## src/rtl/control_modos_pkg.sv

```systemverilog
// Shared encodings and helpers for the mode controller.
// Optional feature macro: AUTOREPEAT_EN.
package control_modos_pkg;

    typedef enum logic [1:0] {
        MODO_RUN        = 2'b00,
        MODO_SET_HORA   = 2'b01,
        MODO_SET_ALARMA = 2'b10
    } modo_t;

    typedef enum logic {
        CAMPO_MIN = 1'b0,
        CAMPO_HOR = 1'b1
    } campo_t;

    function automatic modo_t siguienteModo(modo_t m);
        case (m)
            MODO_RUN:      return MODO_SET_HORA;
            MODO_SET_HORA: return MODO_SET_ALARMA;
            default:       return MODO_RUN;
        endcase
    endfunction

    // One-hot increment select, bit order {horAl, minAl, hor, min}.
    function automatic logic [3:0] selIncremento(modo_t m, campo_t c);
        logic [3:0] sel;
        sel = 4'b0000;
        if (m == MODO_SET_HORA)   sel = (c == CAMPO_MIN) ? 4'b0001 : 4'b0010;
        if (m == MODO_SET_ALARMA) sel = (c == CAMPO_MIN) ? 4'b0100 : 4'b1000;
        return sel;
    endfunction

endpackage

```

## src/rtl/control_modos_if.sv

```systemverilog
// Button/tick inputs and mode/increment outputs of the mode controller.
interface control_modos_if;
    logic       tickSeg;
    logic       tickRep;
    logic       bModo;
    logic       bCampo;
    logic       bAumentar;
    logic [1:0] modo;
    logic       displayActual;
    logic       aumentarMin;
    logic       aumentarHor;
    logic       aumentarMinAl;
    logic       aumentarHorAl;
    logic       parpadeo;

    modport master (
        output tickSeg, tickRep, bModo, bCampo, bAumentar,
        input  modo, displayActual, aumentarMin, aumentarHor,
               aumentarMinAl, aumentarHorAl, parpadeo
    );

    modport slave (
        input  tickSeg, tickRep, bModo, bCampo, bAumentar,
        output modo, displayActual, aumentarMin, aumentarHor,
               aumentarMinAl, aumentarHorAl, parpadeo
    );
endinterface

```

## src/rtl/control_modos_detector_flanco.sv

```systemverilog
// Registered rising-edge detector; history starts at 1 so a button held
// through reset never produces an edge.
module detector_flanco (
    input  logic clock,
    input  logic reset,
    input  logic boton,
    output logic flanco
);
    logic historia;

    always_ff @(posedge clock) begin
        if (reset) begin
            historia <= 1'b1;
            flanco   <= 1'b0;
        end else begin
            historia <= boton;
            flanco   <= boton & ~historia;
        end
    end
endmodule

```

## src/rtl/control_modos.sv

```systemverilog
// Clock/alarm setting mode controller: RUN -> SET_TIME -> SET_ALARM FSM,
// field select, increment pulses, blink and idle timeout. Macro: AUTOREPEAT_EN.
module control_modos
    import control_modos_pkg::*;
#(
    parameter int TIMEOUT_SEG = 30,
    parameter int REPEAT_HOLD = 8
) (
    input  logic             clock,
    input  logic             reset,
    control_modos_if.slave   bus
);
    localparam int CW = $clog2(TIMEOUT_SEG + 1);

    logic          flancoModo, flancoCampo, flancoAumentar;
    modo_t         estado;
    campo_t        campo;
    logic [CW-1:0] cntTimeout;
    logic [3:0]    incPulse;
    logic          parpadeo;
    logic          setState, anyEdge, repPulse, timeout;

    detector_flanco uFlancoModo     (.clock(clock), .reset(reset), .boton(bus.bModo),     .flanco(flancoModo));
    detector_flanco uFlancoCampo    (.clock(clock), .reset(reset), .boton(bus.bCampo),    .flanco(flancoCampo));
    detector_flanco uFlancoAumentar (.clock(clock), .reset(reset), .boton(bus.bAumentar), .flanco(flancoAumentar));

    assign setState = (estado != MODO_RUN);
    assign anyEdge  = flancoCampo | flancoAumentar;
    // Any button edge or generated pulse outranks the timeout tick.
    assign timeout  = setState && bus.tickSeg && !anyEdge && !repPulse &&
                      (cntTimeout >= CW'(TIMEOUT_SEG - 1));

`ifdef AUTOREPEAT_EN
    localparam int HW = $clog2(REPEAT_HOLD + 1);
    logic [HW-1:0] holdCnt;

    assign repPulse = setState && bus.tickRep && bus.bAumentar && (holdCnt == HW'(REPEAT_HOLD));

    always_ff @(posedge clock) begin
        if (reset || flancoModo || timeout || !bus.bAumentar || !setState)
            holdCnt <= '0;
        else if (bus.tickRep && holdCnt != HW'(REPEAT_HOLD))
            holdCnt <= holdCnt + 1'b1;
    end
`else
    assign repPulse = 1'b0;
`endif

    always_ff @(posedge clock) begin
        if (reset) begin
            estado     <= MODO_RUN;
            campo      <= CAMPO_MIN;
            cntTimeout <= '0;
            incPulse   <= '0;
            parpadeo   <= 1'b0;
        end else begin
            incPulse <= '0;
            if (flancoModo) begin
                // Mode change wins; simultaneous field/increment edges are dropped.
                estado     <= siguienteModo(estado);
                campo      <= CAMPO_MIN;
                cntTimeout <= '0;
                parpadeo   <= (siguienteModo(estado) != MODO_RUN);
            end else if (!setState) begin
                cntTimeout <= '0;
                parpadeo   <= 1'b0;
            end else if (timeout) begin
                // RUN never blinks, so the fallback entry leaves parpadeo low.
                estado     <= MODO_RUN;
                campo      <= CAMPO_MIN;
                cntTimeout <= '0;
                parpadeo   <= 1'b0;
            end else begin
                // Increment uses the field as it was before any same-cycle toggle.
                if (flancoAumentar || repPulse)
                    incPulse <= selIncremento(estado, campo);
                if (flancoCampo)
                    campo <= (campo == CAMPO_MIN) ? CAMPO_HOR : CAMPO_MIN;
                if (anyEdge || repPulse)
                    cntTimeout <= '0;
                else if (bus.tickSeg && cntTimeout != CW'(TIMEOUT_SEG))
                    cntTimeout <= cntTimeout + 1'b1;
                if (anyEdge)
                    parpadeo <= 1'b1;
                else if (bus.tickSeg)
                    parpadeo <= ~parpadeo;
            end
        end
    end

    assign bus.modo          = estado;
    assign bus.displayActual = campo;
    assign bus.aumentarMin   = incPulse[0];
    assign bus.aumentarHor   = incPulse[1];
    assign bus.aumentarMinAl = incPulse[2];
    assign bus.aumentarHorAl = incPulse[3];
    assign bus.parpadeo      = parpadeo;
endmodule

```

## src/flat_wrapper.sv

```systemverilog
// flat-port wrapper written by rule: the top's interface ports become plain ports
module control_modos_flat import control_modos_pkg::*;
#(
    parameter int TIMEOUT_SEG = 30,
    parameter int REPEAT_HOLD = 8
)
  (clock, reset, bus_tickSeg, bus_tickRep, bus_bModo, bus_bCampo, bus_bAumentar, bus_modo, bus_displayActual, bus_aumentarMin, bus_aumentarHor, bus_aumentarMinAl, bus_aumentarHorAl, bus_parpadeo);
  control_modos_if bus_i ();
  input  logic clock;
  input  logic reset;
  input wire logic [$bits(bus_i.tickSeg)-1:0] bus_tickSeg;
  input wire logic [$bits(bus_i.tickRep)-1:0] bus_tickRep;
  input wire logic [$bits(bus_i.bModo)-1:0] bus_bModo;
  input wire logic [$bits(bus_i.bCampo)-1:0] bus_bCampo;
  input wire logic [$bits(bus_i.bAumentar)-1:0] bus_bAumentar;
  output wire logic [$bits(bus_i.modo)-1:0] bus_modo;
  output wire logic [$bits(bus_i.displayActual)-1:0] bus_displayActual;
  output wire logic [$bits(bus_i.aumentarMin)-1:0] bus_aumentarMin;
  output wire logic [$bits(bus_i.aumentarHor)-1:0] bus_aumentarHor;
  output wire logic [$bits(bus_i.aumentarMinAl)-1:0] bus_aumentarMinAl;
  output wire logic [$bits(bus_i.aumentarHorAl)-1:0] bus_aumentarHorAl;
  output wire logic [$bits(bus_i.parpadeo)-1:0] bus_parpadeo;
  assign bus_i.tickSeg = bus_tickSeg;
  assign bus_i.tickRep = bus_tickRep;
  assign bus_i.bModo = bus_bModo;
  assign bus_i.bCampo = bus_bCampo;
  assign bus_i.bAumentar = bus_bAumentar;
  assign bus_modo = bus_i.modo;
  assign bus_displayActual = bus_i.displayActual;
  assign bus_aumentarMin = bus_i.aumentarMin;
  assign bus_aumentarHor = bus_i.aumentarHor;
  assign bus_aumentarMinAl = bus_i.aumentarMinAl;
  assign bus_aumentarHorAl = bus_i.aumentarHorAl;
  assign bus_parpadeo = bus_i.parpadeo;
  control_modos #(.TIMEOUT_SEG(TIMEOUT_SEG), .REPEAT_HOLD(REPEAT_HOLD)) u_core (.clock(clock), .reset(reset), .bus(bus_i));
endmodule
```

## config.mk

```make
export PLATFORM = sky130hd
export DESIGN_NAME = control_modos_flat
export DESIGN_NICKNAME = d
export VERILOG_FILES = /design/src/rtl/control_modos_pkg.sv /design/src/rtl/control_modos_if.sv /design/src/rtl/control_modos_detector_flanco.sv /design/src/rtl/control_modos.sv /design/src/flat_wrapper.sv
export SDC_FILE = /design/constraint.sdc
export NUM_CORES = 1
export LEC_CHECK = 0
export ABC_AREA = 1
export CORE_MARGIN = 5
export CORE_UTILIZATION = 30
export CTS_CLUSTER_SIZE = 24
export DETAILED_ROUTE_END_ITERATION = 12
export GPL_TIMING_DRIVEN = 1
export SETUP_SLACK_MARGIN = 0.15
export SLEW_MARGIN = 20
export SYNTH_ARGS = -nofsm -noshare
export SYNTH_HDL_FRONTEND = slang
export SYNTH_SLANG_ARGS = --single-unit
```

## constraint.sdc

```tcl
create_clock -name clock -period 1.68 [get_ports clock]
set_clock_uncertainty 0.15 [all_clocks]
set_input_delay 0.252 -clock clock [delete_from_list [all_inputs] [get_ports clock]]
set_output_delay 0.252 -clock clock [all_outputs]
set_load 0.01 [all_outputs]
```

Yosys cells after proc, flatten, opt, wreduce, memory -nomap -nowiden
Index checks and enable logic that the tools add are counted.
- $add $sub $neg: 1
- magnitude comparators: 1
- eq/ne operators: 4
- multiplexer cells: 18
- bitwise operators: 10
- reduce and logical (&&, ||, !) cells: 16
- operators with widths (cell ; count):
    2-to-1 mux 2 bit ; 6
    2-to-1 mux 4 bit ; 3
    inequality test 5 bit (second input constant) ; 2
    nonzero test 2 bit ; 5
    OR reduction 5 bit ; 2
    2-to-1 mux 1 bit ; 8
    inverter 1 bit ; 6
    adder 5 x 1 -> 5 bit (second input constant) ; 1
    >= comparator 5 bit (second input constant) ; 1
    logical AND 1 bit ; 4
    case mux 2 bit (2 select lines) ; 1
    AND reduction 2 bit ; 2
    AND 1 bit ; 3
    == test 2 x 1 -> 1 bit (second input constant) ; 1
    == test 2 bit (second input constant) ; 1
    logical NOT 2 bit ; 1
    OR reduction 2 bit ; 1
    logical NOT 1 bit ; 1
    OR 1 bit ; 1
- flip-flop bits (word level): 19
- input port bits: 7
- output and inout port bits: 8
- word-level logic and storage cells: 61

Longest topological paths before layout
- word-level depth: 7
- depth in mapped cells: 9
- gate-level depth less buffers: 9

Modules after synthesis
A second synthesis with hierarchy kept.
- cell total of the unflattened synthesis: 114
- area, all modules: 872.1 µm²
- by module, submodules not included (module ; times used ; cells an instance ; area an instance (µm²) ; sequential area each (µm²)):
    control_modos ; 1 ; 96 ; 691.9 ; 260.2
    detector_flanco ; 3 ; 6 ; 60.1 ; 40.0

Worst setup path after synthesis
No wires, ideal clock.
- path kind: register to register
- start: register u_core.cntTimeout[0]
- end: register u_core.cntTimeout[1]
- library setup time: 0.116 ns
- arrival: 1.029 ns
- data required time: 1.414 ns
- setup slack: 0.385 ns
- cell stages (with the launch flop): 7
- buffers on the path: 0
- period minus slack after synthesis: 1.295 ns
- cell sequence: dfxtp_1 > inv_1 > ha_1 > a21oi_2 > nand2_1 > o21ai_0 > nor2_1
- longest elaborated chain between the ends: 3
- elaborated cells between the ends (all ways): 6
- classes of those cells: add/sub: 1; order compare: 1; eq/ne: 1; reduce/logical: 3
- ends and longest elaborated chain (what ; RTL line ; source):
    from (decl) ; control_modos.sv:18 ; logic [CW-1:0] cntTimeout;
    from (signal assigned) ; control_modos.sv:82 ; cntTimeout <= cntTimeout + 1'b1;
    >= comparator 5 bit ; control_modos.sv:31 ; (cntTimeout >= CW'(TIMEOUT_SEG - 1));
    logical AND 1 bit ; control_modos.sv:30 ; assign timeout = setState && bus.tickSeg && !anyEdge && !repPulse &&
    OR reduction 5 bit (no line) ; -- ;
Several ways; a longest one is shown, not always the timed one.
A chain may end at the register's enable or synchronous reset.

Final worst setup path
- start: register u_core.cntTimeout[0]
- end: register u_core.cntTimeout[4]
The elaborated chain is that of the path after synthesis.

==> results.yml <==
power:
  power_leakage_uw: 0.000470
  power_per_cell_area_nw_per_um2: 729
  finalPower_uw: 767
  p_comb_share_pct: 8.8
  power.internal_uw: 580
  power_frac_seq_pct: 61.1
  swShare_pct: 24.4
  clkPwrFrac_pct: 30.1
  peakVddDrop_uv: 486
  p_switching_uw: 187
route:
  ant_nets: 0
  wl_met2_um: 731
  top_layer_used: "met4"
  first_iter_violations: 23
  dr_wl_met3_um: 71
  via_per_inst: 4.55
  wl_per_cell_um: 9.55
  drt-met1-wl_um: 693
  drt-pass1-iter-count: 6
  routed_wl_um: 1530
  post-route-drc-count: 0
  vias: 728
clock_tree:
  cts_tree: "built"
  clk_latency_ns: 0.29
  cts_buffer_depth: 2
  numCtsBuffers: 3
  clkTransAtPathRegs_ns: 0.11
  cts_setup_buffers: 0
  clock_sinks: 19
  hold_buffers: 0
  cts.htree.levels: 1
  cts-root-buf: "clkbuf_4"
critical_path:
  path_max_fanout: 6
  crit_path_start_kind: "flop"
  cp.arrival_ns: 1.48
  endpoint_kind: "flop"
  worstPathRequired_ns: 1.76
  critical_path_class: "flop to flop"
yosys:
  netlist_area_sq_um: 845
  synthCells: 111
  ys_ff_latch: 19
  syn-num-nets: 121
  yosysSeqAreaShare_pct: 45.0
  synth_cell_types: 19
  synth.avg_cell_area_sq_um: 7.61
  synth_warnings: 0
  yosysTopAreaCell: "dfxtp_1"
  yosysTopAreaCellShare_pct: 45.0
  netlist_top_cells_area: "dfxtp_1 (45%), nand2_1 (9.3%), inv_1 (8.4%), nor2_1 (4.9%), ha_1 (4.4%)"
floorplan:
  fp.dieH_um: 63.1
  io_pins: 15
  die_w_um: 63.1
  core-area_sq_um: 2730
  core.rowCount: 19
  start_util_pct: 30.9
  die_area_sq_um: 3980
grt:
  grt_pass1_wl_um: 2610
  grt_max_degree: 12
  grt_use_total_pct: 7.98
  overflow: 0
  grt_pass1_vias: 614
  antenna_found_initial: 0
timing:
  setup-tns-final_ns: 0
  rsz0062_at_grt: "no"
  finalMaxSlewViolations: 0
  whs_ns: 0.240
  setup_viol: 0
  tightest_slew_ns: 0.248
  min_period_ns: 1.39
  layout_worst_path_cycle_share_pct: 82.9
  hold_viol: 0
  max_freq_mhz: 718
  relSlewSlack_pct: 83.4
final_layout:
  multi_input_area_sq_um: 400
  area_delta_synth_final_pct: 24.6
  regArea_sq_um: 387
  layout-drive-gt1-share_pct: 15.5
  utilization_pct: 38.5
  diodes: 0
  nets: 140
  nFillCells: 286
  layout_commonest_cell: "nand2_1"
  mostFrequentLayoutCells: "nand2_1 (21), inv_1 (19), dfxtp_1 (14)"
  finalInstanceArea_sq_um: 1050
run_status:
  status: "finished, final reports clean"
placed_design:
  hpwl_um: 1170
  placed_area_sq_um: 1020
  portBuffers: 13
  place_congestion: 0.789
hold_path:
  hold_class: "flop to flop"
flow_run:
  cap_violations: 0
-- cells in the mapped netlist --
cell	n
a21oi_1	7
a21oi_2	1
dfxtp_1	19
ha_1	3
inv_1	19
nand2_1	21
nand2_2	3
nand2_4	1
nand3_1	5
nand3_2	1
nand4_1	2
nor2_1	11
nor2_2	2
nor2_4	1
nor3_1	6
o21ai_0	5
o21ai_2	1
xnor2_1	2
xor2_1	1
-- registers in the layout (all words and copies together), names as in the netlist --
signal / flops
u_core.cntTimeout: 5
u_core.incPulse: 4
u_core.bus.modo: 2
u_core.bus.displayActual: 1
u_core.bus.parpadeo: 1
u_core.uFlancoAumentar.flanco: 1
u_core.uFlancoAumentar.historia: 1
u_core.uFlancoCampo.flanco: 1
u_core.uFlancoCampo.historia: 1
u_core.uFlancoModo.flanco: 1
u_core.uFlancoModo.historia: 1
-- worst paths after layout --
path / from / endpoint / slack, ns / cells past startpoint
worst max register to register: u_core.cntTimeout[0] / u_core.cntTimeout[4] / 0.29 / 5
worst min register to register: u_core.uFlancoCampo.historia / u_core.uFlancoCampo.flanco / 0.24 / 1
worst min-delay path: u_core.uFlancoCampo.historia / u_core.uFlancoCampo.flanco / 0.24 / 1
worst max-delay path: u_core.cntTimeout[0] / u_core.cntTimeout[4] / 0.29 / 5
-- layer usage --
metal	GRT usage (%)	up-vias
met5	0	-
met4	3.98	0
met3	2.13	4
met2	13.1	20
met1	9.51	321
li1	-	383
-- final cells by class --
| type | instances | share of cell area [%] |
|---|---|---|
| tap | 31 | 3.69 |
| clock buffer | 3 | 2.14 |
| inverter | 19 | 6.78 |
| timing repair buffer | 14 | 12.1 |
| clock inverter | 1 | 0.476 |
| sequential | 19 | 36.7 |
| multi-input combinational | 73 | 38.0 |
-- what timing repair did --
item                       4_1_cts  5_1_grt
gates resized for setup         11        3
pin swaps                        0        0
setup endpoints to repair        8        5
-- cell families (layout without fill, tap and decap cells) --
family / after synthesis / count (layout) / synth area share (%)
buffers and inverters: 19 / 37 / 8.44
adder cells (fa/ha/maj): 3 / 3 / 4.44
AND/OR/NAND/NOR: 53 / 53 / 29.8
flip-flops: 19 / 19 / 45.0
AO/OA/AOI/OAI: 14 / 14 / 9.18
XOR/XNOR: 3 / 3 / 3.11
-- per-stage QoR --
step | instances | setup slack, ns
floorplan | 111 | 0.385
global placement | 156 | 0.0819
detailed placement | 156 | 0.0575
CTS | 160 | 0.179
global route | 160 | 0.190
finish | 160 | 0.287
-- power by group through the flow --
stage | clock [uW] | combinational, uW | sequential (uW)
5_1_grt | 248 | 76.4 | 470
2_1_floorplan | 0 | 36.2 | 479
3_5_place_dp | 0 | 68.7 | 478
4_1_cts | 236 | 66.5 | 468
3_3_place_gp | 0 | 67.6 | 478
6_report | 231 | 67.5 | 468
-- critical path: stages, from the launching register on --
cell and delay [ns]:
dfxtp_2 0.39, inv_1 0.07, ha_1 0.25, a21oi_4 0.22
o21ai_0 0.12, a21oi_1 0.13
(Power assumes the default switching activity.)
